File: config.mk
export PLATFORM = sky130hd
export DESIGN_NAME = onehot_event_collector
export DESIGN_NICKNAME = d
export VERILOG_FILES = /design/src/rtl/onehot_event_collector.sv
export SDC_FILE = /design/constraint.sdc
export NUM_CORES = 1
export LEC_CHECK = 0
export CAP_MARGIN = 20
export CORE_ASPECT_RATIO = 1.2
export CORE_UTILIZATION = 40
export DETAILED_ROUTE_END_ITERATION = 10
export PLACE_DENSITY_LB_ADDON = 0.3
export SETUP_SLACK_MARGIN = 0.05
export SLEW_MARGIN = 40
export SYNTH_ARGS = -nofsm -noshare
export SYNTH_HDL_FRONTEND = slang
export SYNTH_SLANG_ARGS = --single-unit
File: constraint.sdc
create_clock -name clk -period 13.1 [get_ports clk]
set_input_delay 1.965 -clock clk [delete_from_list [all_inputs] [get_ports clk]]
set_output_delay 1.965 -clock clk [all_outputs]
set_load 0.01 [all_outputs]
File: src/rtl/onehot_event_collector.sv
// rtl/onehot_event_collector.sv - sticky capture of 32 event lines, round-robin serialised as channel indices
//
// Ports:
//   clk        rising-edge clock
//   rst_n      synchronous active-low reset
//   y_in       32 one-cycle event requests, one per channel
//   out_valid  out_idx holds a granted channel
//   out_ready  consumer accepts out_idx when out_valid && out_ready
//   out_idx    granted channel number 0..31
//   pending    sticky flags of events not yet granted
//   drop_cnt   saturating count of cycles that lost at least one event
module onehot_event_collector #(
    parameter int CNT_W = 8
) (
    input  logic             clk,
    input  logic             rst_n,
    input  logic [31:0]      y_in,
    output logic             out_valid,
    input  logic             out_ready,
    output logic [4:0]       out_idx,
    output logic [31:0]      pending,
    output logic [CNT_W-1:0] drop_cnt
);

    logic [4:0]  ptr;
    logic [63:0] rot_wide;
    logic [31:0] rot;
    logic [4:0]  offset;
    logic [4:0]  sel;
    logic        load;
    logic [31:0] load_mask;
    logic [31:0] drops;

    // Rotate pending so that bit ptr lands at position 0; the lowest set bit
    // of the rotated vector is then the next channel in round-robin order.
    assign rot_wide = {pending, pending} >> ptr;
    assign rot      = rot_wide[31:0];

    always_comb begin
        offset = '0;
        for (int i = 31; i >= 0; i--) begin
            if (rot[i]) begin
                offset = 5'(i);
            end
        end
    end

    // 5-bit add wraps naturally back into 0..31.
    assign sel       = ptr + offset;
    assign load      = (!out_valid || out_ready) && (pending != '0);
    assign load_mask = load ? (32'd1 << sel) : 32'd0;

    // A request on the channel being granted this cycle is a fresh event,
    // so the granted bit is excluded from the drop test.
    assign drops = y_in & pending & ~load_mask;

    always_ff @(posedge clk) begin
        if (!rst_n) begin
            pending   <= '0;
            out_valid <= 1'b0;
            out_idx   <= '0;
            ptr       <= '0;
            drop_cnt  <= '0;
        end else begin
            pending <= (pending & ~load_mask) | y_in;

            if (load) begin
                out_idx   <= sel;
                out_valid <= 1'b1;
                ptr       <= sel + 5'd1;
            end else if (out_valid && out_ready) begin
                out_valid <= 1'b0;
            end

            if ((drops != '0) && (drop_cnt != {CNT_W{1'b1}})) begin
                drop_cnt <= drop_cnt + 1'b1;
            end
        end
    end

endmodule

After elaboration in Yosys (flattened, before gate mapping)
Index checks and enable logic that the tools add are counted.
{"block": "word_totals", "regBits": 51, "word_cells": 59, "output_inout_bits": 46, "in_bits": 35}
{"block": "classes", "n_bitwise": 5, "n_eq_ne": 1, "add_sub_neg": 3, "shift": 2, "reduce_logical": 8, "n_mux": 35}
{"cell": "5-bit 2-to-1 mux", "count": 32}
{"cell": "32-bit AND", "count": 3}
{"cell": "32-bit nonzero test", "count": 2}
{"cell": "64-bit by 5-bit >> shifter with 32-bit output", "count": 1}
{"cell": "32-bit 2-to-1 mux", "count": 1}
{"cell": "32-bit inverter", "count": 1}
{"cell": "32-bit bitwise OR", "count": 1}
{"cell": "1-bit by 5-bit << shifter with 32-bit output, first input constant", "count": 1}
{"cell": "8-bit by 1-bit adder with 8-bit output, second input constant", "count": 1}
{"cell": "8-bit != test, second input constant", "count": 1}
{"cell": "5-bit by 1-bit adder with 5-bit output, second input constant", "count": 1}
{"cell": "5-bit adder", "count": 1}
{"cell": "1-bit logical AND", "count": 3}
{"cell": "1-bit 2-to-1 mux", "count": 2}
{"cell": "2-bit nonzero test", "count": 1}
{"cell": "1-bit zero test", "count": 1}
{"cell": "1-bit logical OR", "count": 1}

Depth between registers and ports, before layout
{"block": "depth", "word_depth": 40, "depth_mapped": 32, "ltp_nobuf": 27}

Worst setup path before layout
No wires, ideal clock.
{"block": "synth_path", "path_type": "reg-to-reg", "startpoint": "register ptr[0]", "endpoint": "register drop_cnt[0]", "synth_period_minus_slack_ns": 6.729, "setup_ns": 0.115, "t_arrival_ns": 6.614, "required_time_ns": 12.985, "slack_ns": 6.371, "path_buffers": 7, "stages_incl_launch_ff": 28, "cell_sequence": "dfxtp_1 clkbuf_1 clkbuf_1 buf_1 clkbuf_1 clkbuf_1 buf_1 o21ai_0 mux2i_1 o21ai_0 a211oi_1 a21oi_1 a221oi_1 a211o_1 nand2b_1 a31o_2 ha_1 fa_1 a21o_1 a21oi_1 nand3_1 a2111o_1 o211ai_1 nand4_1 o31ai_4 buf_6 xnor2_1 and2_1"}
{"block": "synth_via", "elab_chain_cells": 40}
{"element": "start: declaration", "line": "25", "rtl": "logic [4:0] ptr;"}
{"element": "start signal: assignment", "line": "70", "rtl": "ptr <= sel + 5'd1;"}
{"element": "64-bit by 5-bit >> shifter with 32-bit output", "line": "36", "rtl": "assign rot_wide = {pending, pending} >> ptr;"}
{"element": "5-bit 2-to-1 mux (32 in series)", "line": "42", "rtl": "if (rot[i]) begin"}
{"element": "5-bit adder *", "line": "49", "rtl": "assign sel = ptr + offset;"}
{"element": "1-bit by 5-bit << shifter with 32-bit output *", "line": "51", "rtl": "assign load_mask = load ? (32'd1 << sel) : 32'd0;"}
{"element": "32-bit 2-to-1 mux *", "line": "51"}
{"element": "32-bit inverter *", "line": "55", "rtl": "assign drops = y_in & pending & ~load_mask;"}
{"element": "32-bit AND *", "line": "55"}
{"element": "32-bit nonzero test *", "line": "75", "rtl": "if ((drops != '0) && (drop_cnt != {CNT_W{1'b1}})) begin"}
{"element": "1-bit logical AND *", "line": "75"}
{"element": "end signal: assignment", "line": "76", "rtl": "drop_cnt <= drop_cnt + 1'b1;"}
{"element": "end: declaration", "line": "22", "rtl": "output logic [CNT_W-1:0] drop_cnt"}
Every way passes the cells marked *; elsewhere a longest branch is shown, timed or not.
A chain may end at the register's enable or synchronous reset.

Final worst setup path
{"block": "layout_path", "startpoint": "register ptr[3]", "endpoint": "register drop_cnt[0]"}
The elaborated chain is that of the path after synthesis.

==> impl_metrics.py <==
metrics = {
    "run_status": {
        "status": "complete, no violations",
    },
    "clock_network": {
        "cts_sinks": 51,
        "ctsLongestPathBuffers": 2,
        "tritoncts": "done",
        "cts-root-buf": "clkbuf_16",
        "clkTransAtPathRegs_ps": 70,
        "cts_setup_buffers": 0,
        "ctsHtreeMaxLevel": 2,
        "clk_latency_ps": 300,
        "numCtsBuffers": 5,
        "cts_hold_buf": 0,
        "cts_resized": 0,
    },
    "logic_synthesis": {
        "synthesis.nets": 818,
        "synthMostInstantiatedCell": "nand2_1",
        "synthTopCellsByArea": "dfxtp_1 (17%), mux4_2 (11%), nand2_1 (7.1%)",
        "synthTopCellsByCount": "nand2_1 (116), a21oi_1 (52), dfxtp_1 (51)",
        "synth-main-ff-cell": "dfxtp_1",
        "async_flop_share": 0,
        "synth_top_area_cell": "dfxtp_1",
        "syn_area_um2": 6095,
        "ys_seq_area_frac": 0.1675,
        "ys_seq_elements": 51,
        "yosysTopAreaCellShare": 0.1675,
        "yosysUniqueCellTypes": 77,
        "synth_edf_count": 0,
        "netlist_instances": 772,
        "ys.warnings.count": 0,
        "syn_area_per_cell_um2": 7.895,
    },
    "detailed_routing": {
        "dr.pass1.iters": 5,
        "drc": 0,
        "drtIter0Drc": 625,
        "vias": 6587,
        "vias_per_cell": 6.426,
        "wl_per_cell_um": 21.53,
        "finalWirelength_um": 22060,
        "ant_nets": 0,
    },
    "worst_setup_path": {
        "critPathMaxFanout": 30,
        "cp-end-kind": "flop",
        "cp-start-kind": "flop",
        "crit_type": "flop to flop",
        "crit_required_ps": 13300,
        "worst-endpoint-arrival_ps": 8030,
    },
    "global_route": {
        "grt_pass1_vias": 6150,
        "grt.overflow.total": 0,
        "grtUsageTotal": 0.2807,
        "antenna_found_initial": 0,
        "grt_max_degree": 68,
        "grt_pass1_wl_um": 33640,
    },
    "floorplanning": {
        "die_h_um": 137.2,
        "dieArea_um2": 15740,
        "rows": 49,
        "core_um2": 14960,
        "initial_utilization": 0.4074,
        "die_w_um": 114.7,
        "ioPinCount": 81,
    },
    "sta": {
        "worstMarginPinSlew_ps": 732.6,
        "setup_violations": 0,
        "final.setup.tns_ps": 0,
        "max_freq_ghz": 0.1278,
        "post-route-period-util": 0.5974,
        "hold_ws_ps": 489.5,
        "final_max_slew_viol_count": 0,
        "clock_skew_ps": 5.431,
        "timing.final.crit_period_ps": 7826,
        "max_slew_margin": 0.5107,
        "final-hold-violation-count": 0,
        "rsz0062_at_grt": "false",
    },
    "layout": {
        "nets": 866,
        "syn_to_final_growth_pct": 17.88,
        "drive_gt1_frac": 0.1206,
        "diodes": 0,
        "final_cell_area_um2": 7184,
    },
    "pwr": {
        "power_mw": 1.854,
        "power_density_nw_per_um2": 258.1,
        "ir_worst_vdd_v": 0.0001145,
        "p_leak_nw": 2.594,
    },
    "placement": {
        "place_area_um2": 7009,
        "gp_congestion": 0.9640,
        "hpwl_um": 16600,
        "port-buffer-count": 80,
    },
    "run": {
        "max_cap_viol_count": 0,
    },
    "min_path": {
        "min_path_type": "flop to flop",
    },
}
-- through the flow --
step / utilization / std cells / setup slack, ps
after CTS: 0.4800 / 1025 / 5088
after global placement: 0.4686 / 1017 / 5250
after global routing: 0.4803 / 1025 / 4837
after floorplan: - / 772 / 6371
after detailed placement: 0.4686 / 1017 / 5109
final: 0.4803 / 1025 / 5274
-- flip-flops by register name (all words and copies together) (netlist names) --
register	flops
ptr	5
out_valid	1
out_idx	5
pending	32
drop_cnt	8
-- cell type report --
| class | count | area [um2] |
|---|---|---|
| fillers | 1521 | 7775 |
| multi-input cells | 649 | 4773 |
| flip-flops and latches | 51 | 1026 |
| repair buffers | 89 | 868.3 |
| well taps | 204 | 255.2 |
| clock buffers | 5 | 125.1 |
| inverters | 24 | 90.09 |
| clock inverters | 3 | 46.29 |
-- worst paths after layout --
check               from          end  slack (ps)  cells after the start
max reg2reg       ptr[3]  drop_cnt[0]        5270                     23
min          drop_cnt[6]  drop_cnt[6]         490                      2
min reg2reg  drop_cnt[6]  drop_cnt[6]         490                      2
max               ptr[3]  drop_cnt[0]        5270                     23
-- per-layer routing --
layer	global-route usage	part of all wire	routed length, um
met1	0.3355	0.40	8738
met2	0.4791	0.48	10560
met5	0	0	0
met4	0.1876	0.063	1385
met3	0.02728	0.063	1383
-- power by group --
group / switching [mW] / total, mW / internal [mW]
combinational: 0.906 / 1.46 / 0.557
clock: 0.0626 / 0.154 / 0.0909
sequential: 0.0575 / 0.238 / 0.180
total: 1.03 / 1.85 / 0.828
-- cell usage in the layout, fill, tap and decap left out, types with 8 or more instances in the layout --
cell type	instances
o21ai_0	34
ha_1	10
o21a_1	17
inv_1	22
mux4_2	29
nor2_1	30
o211ai_1	12
and2_1	19
a22oi_1	9
clkdlybuf4s50_1	80
nand3_1	35
nand2_1	116
a21boi_0	15
a211oi_1	8
and3_1	10
nor4_1	11
dfxtp_1	47
a32oi_1	10
nor3_1	8
mux2_2	26
a31oi_1	13
buf_4	9
nor2b_1	28
a21oi_1	51
nand4_1	14
mux2i_1	26
-- cells by family (layout without fill, tap and decap cells) --
family          Yosys count  count (layout)  synth area share
simple gates            298             298            0.2400
mux                      87              87            0.2213
xor+xnor                  5               5          0.007187
fa+ha+maj                11              11           0.02381
flops                    51              51            0.1675
buf+inv                  72             121           0.05071
compound gates          248             248            0.2895
-- critical path, stage by stage, from the launching register on --
cell	delay [ps]
dfxtp_2	640
buf_4	440
mux2_2	430
mux4_2	490
a21oi_1	230
and3_1	230
or3b_2	440
a41oi_1	220
o31ai_1	100
a221oi_1	330
a211o_1	160
a211oi_1	70
a31o_2	260
ha_1	220
fa_1	430
a21o_1	200
a21oi_2	430
nand3_1	570
a21oi_1	550
a32o_1	240
nand4_1	150
o31ai_4	600
xnor2_1	110
and2_1	170
No activity file was read; power rests on OpenSTA's default activity.
